<file path="src/rtl/mips_exec_unit.sv">
`default_nettype none
// ============================================================================
// Module  : mips_exec_unit
// Brief   : MIPS execute stage: ALU-control decode, registered 32-bit ALU,
//           PC+4 and branch-target adders.
// Revision: 1.0 - initial release
// ============================================================================
module mips_exec_unit #(
  parameter int WIDTH  = 32,
  parameter int PC_INC = 4
) (
  input  logic             clk,
  input  logic             rst,
  input  logic             en_i,
  input  logic [1:0]       alu_op_i,
  input  logic [5:0]       funct_i,
  input  logic [WIDTH-1:0] a_i,
  input  logic [WIDTH-1:0] b_i,
  input  logic [WIDTH-1:0] pc_i,
  input  logic [WIDTH-1:0] imm_ext_i,
  output logic [3:0]       alu_ctrl_o,
  output logic [WIDTH-1:0] alu_result_o,
  output logic             zero_o,
  output logic [WIDTH-1:0] pc_plus4_o,
  output logic [WIDTH-1:0] branch_target_o
);

  localparam logic [3:0] C_AND = 4'b0000;
  localparam logic [3:0] C_OR  = 4'b0001;
  localparam logic [3:0] C_ADD = 4'b0010;
  localparam logic [3:0] C_SUB = 4'b0110;
  localparam logic [3:0] C_SLT = 4'b0111;
  localparam logic [3:0] C_NOR = 4'b1100;
  localparam logic [3:0] C_INV = 4'b1111;

  logic [3:0]       w_alu_ctrl;
  logic [WIDTH-1:0] w_alu_d;
  logic [WIDTH-1:0] r_alu_result_q;
  logic             r_zero_q;

  always_comb begin
    w_alu_ctrl = C_INV;
    case (alu_op_i)
      2'b00:   w_alu_ctrl = C_ADD;
      2'b01:   w_alu_ctrl = C_SUB;
      2'b11:   w_alu_ctrl = C_ADD;
      default: begin
        case (funct_i)
          6'b100000: w_alu_ctrl = C_ADD;
          6'b100010: w_alu_ctrl = C_SUB;
          6'b100100: w_alu_ctrl = C_AND;
          6'b100101: w_alu_ctrl = C_OR;
          6'b100111: w_alu_ctrl = C_NOR;
          6'b101010: w_alu_ctrl = C_SLT;
          default:   w_alu_ctrl = C_INV;
        endcase
      end
    endcase
  end

  // Unassigned codes (including the invalid marker) produce zero.
  always_comb begin
    w_alu_d = '0;
    case (w_alu_ctrl)
      C_AND:   w_alu_d = a_i & b_i;
      C_OR:    w_alu_d = a_i | b_i;
      C_ADD:   w_alu_d = a_i + b_i;
      C_SUB:   w_alu_d = a_i - b_i;
      C_NOR:   w_alu_d = ~(a_i | b_i);
      C_SLT:   w_alu_d = {{(WIDTH-1){1'b0}}, ($signed(a_i) < $signed(b_i))};
      default: w_alu_d = '0;
    endcase
  end

  always_ff @(posedge clk or posedge rst) begin
    if (rst) begin
      r_alu_result_q <= '0;
      r_zero_q       <= 1'b0;
    end else if (en_i) begin
      r_alu_result_q <= w_alu_d;
      r_zero_q       <= (w_alu_d == '0);
    end
  end

  assign alu_ctrl_o      = w_alu_ctrl;
  assign alu_result_o    = r_alu_result_q;
  assign zero_o          = r_zero_q;
  assign pc_plus4_o      = pc_i + WIDTH'(PC_INC);
  assign branch_target_o = pc_plus4_o + {imm_ext_i[WIDTH-3:0], 2'b00};

endmodule
`default_nettype wire

</file>
<file path="config.mk">
export PLATFORM = sky130hd
export DESIGN_NAME = mips_exec_unit
export DESIGN_NICKNAME = d
export VERILOG_FILES = /design/src/rtl/mips_exec_unit.sv
export SDC_FILE = /design/constraint.sdc
export NUM_CORES = 1
export LEC_CHECK = 0
export ABC_AREA = 1
export CORE_MARGIN = 2
export CORE_UTILIZATION = 57
export CTS_CLUSTER_DIAMETER = 50
export DETAILED_ROUTE_END_ITERATION = 16
export GPL_TIMING_DRIVEN = 1
export HOLD_SLACK_MARGIN = 0.1
export PLACE_DENSITY = 0.92
export SKIP_CTS_REPAIR_TIMING = 1
export SLEW_MARGIN = 15
export SYNTH_ARGS = -nofsm -noshare
export SYNTH_HDL_FRONTEND = slang
export SYNTH_SLANG_ARGS = --single-unit
</file>
<file path="constraint.sdc">
create_clock -name clk -period 8.36 [get_ports clk]
set_clock_uncertainty 0.1 [all_clocks]
set_input_delay 0.836 -clock clk [delete_from_list [all_inputs] [get_ports clk]]
set_output_delay 0.836 -clock clk [all_outputs]
set_load 0.01 [all_outputs]
</file>
==> out/qor.yml <==
logic_synthesis:
  post_synth.cell_area_avg_um2: 5.49
  syn-instance-count: 1894
  synthesis.nets: 2170
  yosys_warnings: 0
  syn_area_um2: 10400
  yosysUniqueCellTypes: 48
  number_of_synthesized_flops_with_an_enable_pin: 0
  synth_ff_type: "dfrtp_1"
  ys_seq_area_frac: 0.0794
  synth-async-reset-ratio: 1.00
  synth-seq-cells: 33
sta:
  timing.slew.headroom: 0.0907
  final.period_utilization: 0.778
  period_needed_ns: 6.51
  setup_violations: 0
  finalMaxSlewViolations: 0
  timing.fmax_mhz: 154
  max_slew.worst_pin.slew_ns: 1.36
  timing.final.hold_violations: 0
  setup_repair_after_global_routing_missed_its_margin: "false"
  final.setup.tns_ns: 0
  hold_ws_ns: 0.391
finish:
  antenna_cells_inserted: 0
  sequential_cell_area_um2: 826
  multiInputGateArea_um2: 7900
  post_layout_net_count: 2361
  design_area_um2: 12900
  flow.area_growth_from_synthesis_pct: 23.8
  layout-drive-gt1-share: 0.0345
  fillerInstances: 1631
  final_cell_count_no_fill: 2314
  layout_common_cells: "nand2_1, inv_1, clkdlybuf4s50_1"
  mostFrequentLayoutCell: "nand2_1"
clock_network:
  clock_sinks: 33
  cts.root.buffer_cell: "clkbuf_16"
  numCtsBuffers: 5
  clock_insertion_delay_worst_skew_ns: 0.28
  cts_htree_levels: 2
  tritoncts: "built"
  clock_path_buffers: 2
  clk_pin_slew_ns: 0.05
routing:
  vias_post_dr: 13000
  drt_first_pass_iters: 6
  detailed_router_s_first_iteration_violation_count: 1148
  routed_via_density: 5.63
  detail_route.drc_violations: 0
  routed_wl_um: 41300
  final_antenna_violating_net_count: 0
  avgRoutedWirePerCell_um: 17.8
power:
  cell_internal_pwr_w: 0.000683
  peakVddDrop_mv: 0.286
  power_leakage_nw: 7.10
  comb_power_share: 0.707
  clkPwrFrac: 0.137
  pwr-share-seq: 0.155
  power.density_cell_area_nw_per_um2: 104
  power.switching_fraction: 0.490
  power.total_w: 0.00134
  switchingPower_w: 0.000657
critical_path:
  critical_path_arrival_ns: 5.57
  crit_path_max_fanout: 5
  r2r_setup_slack_ns: 7.43
  critical_path.max_stage_delay_ns: 0.57
  startpoint_type: "input pin"
  critical_path.endpoint_type: "output pin"
  worst_path_max_delay_cell: "clkdlybuf4s50_1"
  worst-setup-path-type: "in -> out"
  crit_required_ns: 7.42
hold_path:
  hp-class: "reg -> reg"
die:
  fp.coreArea_um2: 18000
  die_outline_height_um: 139
  die_x_um: 139
  initial_utilization: 0.579
  boundaryPins: 240
  rows: 49
  dieArea_um2: 19300
global_routing:
  grt_overflow_total: 0
  globalRouteTotalUtil: 0.411
  antenna_found_initial: 1
  grt_first_pass_wirelength_um: 63900
  grt_start_max_net_pins: 55
  first_global_vias: 12300
job:
  drv_cap: 0
place:
  finalWeightedCongestion: 1.05
  placement.cell_area_um2: 12700
  numPlacedInstances: 2307
  io_buffers: 231
  dp_hpwl_um: 34600
outcome:
  status: "completed"
-- sequential cells by signal, summed over array words and instances (netlist names) --
| register | flops |
|---|---|
| zero_o | 1 |
| alu_result_o | 32 |
-- worst paths after layout --
kind | start | to | depth (start not counted)
min reg2reg | alu_result_o[17] | alu_result_o[17] | 2
max reg2reg | alu_result_o[10] | alu_result_o[10] | 2
max in group asynchronous | rst | alu_result_o[0] | 2
max | pc_i[2] | branch_target_o[31] | 25
min in group asynchronous | rst | alu_result_o[24] | 2
min | alu_result_o[17] | alu_result_o[17] | 2
-- stage by stage --
stage / utilization / setup WS, ns
finish: 0.717 / 1.85
global route: 0.717 / 1.57
CTS: 0.717 / 1.88
detailed placement: 0.709 / 1.91
global placement: 0.709 / 2.16
floorplan: - / 3.62
-- cell usage after synthesis (17+ instances only) --
library cell / number / area, um^2
inv_1: 359 / 1350
nand4_1: 36 / 225
a21oi_1: 97 / 485
nor2_1: 188 / 706
nor3_1: 17 / 85.1
nand3_1: 124 / 621
ha_1: 134 / 1680
buf_2: 29 / 145
xor2_1: 58 / 508
nand2_1: 604 / 2270
o21ai_0: 58 / 290
dfrtp_1: 33 / 826
-- per-layer routing --
layer	vias up	global-route usage	wire, um	part of all wire
met5	-	0	13	0.00031
met4	2	0.166	1920	0.046
met1	5874	0.541	16900	0.41
met2	761	0.653	17700	0.43
met3	164	0.0915	4740	0.11
li1	6229	-	-	-
-- final cells by class --
class                      count  share of cell area
clock buffer                   7              0.0111
inverter                     371               0.108
multi-input combinational   1441               0.614
sequential                    33              0.0641
tap                          229              0.0222
timing repair buffer         233               0.181
-- worst max-delay path: cells and delay by family --
family | cells | cell delay (ns)
AO/OA/AOI/OAI | 1 | 0.44
XOR/XNOR | 2 | 0.36
adder cells (fa/ha/maj) | 1 | 0.37
buffers and inverters | 6 | 1.39
AND/OR/NAND/NOR | 15 | 2.16
-- power groups by stage --
stage / clock, W / sequential, W / combinational [W]
2_1_floorplan: 0 / 0.000220 / 0.000504
3_3_place_gp: 0 / 0.000207 / 0.000895
3_5_place_dp: 0 / 0.000208 / 0.000915
4_1_cts: 0.000183 / 0.000208 / 0.000922
5_1_grt: 0.000189 / 0.000211 / 0.00102
6_report: 0.000184 / 0.000208 / 0.000947
-- cell families (layout without fill, tap and decap cells) --
family / Yosys count / in the layout / share of synthesized area
AO/OA/AOI/OAI: 194 / 194 / 0.101
XOR/XNOR: 73 / 73 / 0.0615
adder cells (fa/ha/maj): 137 / 137 / 0.167
buffers and inverters: 420 / 611 / 0.162
flip-flops: 33 / 33 / 0.0794
AND/OR/NAND/NOR: 1037 / 1037 / 0.430
Note: power is estimated with default switching activity, not from simulation.
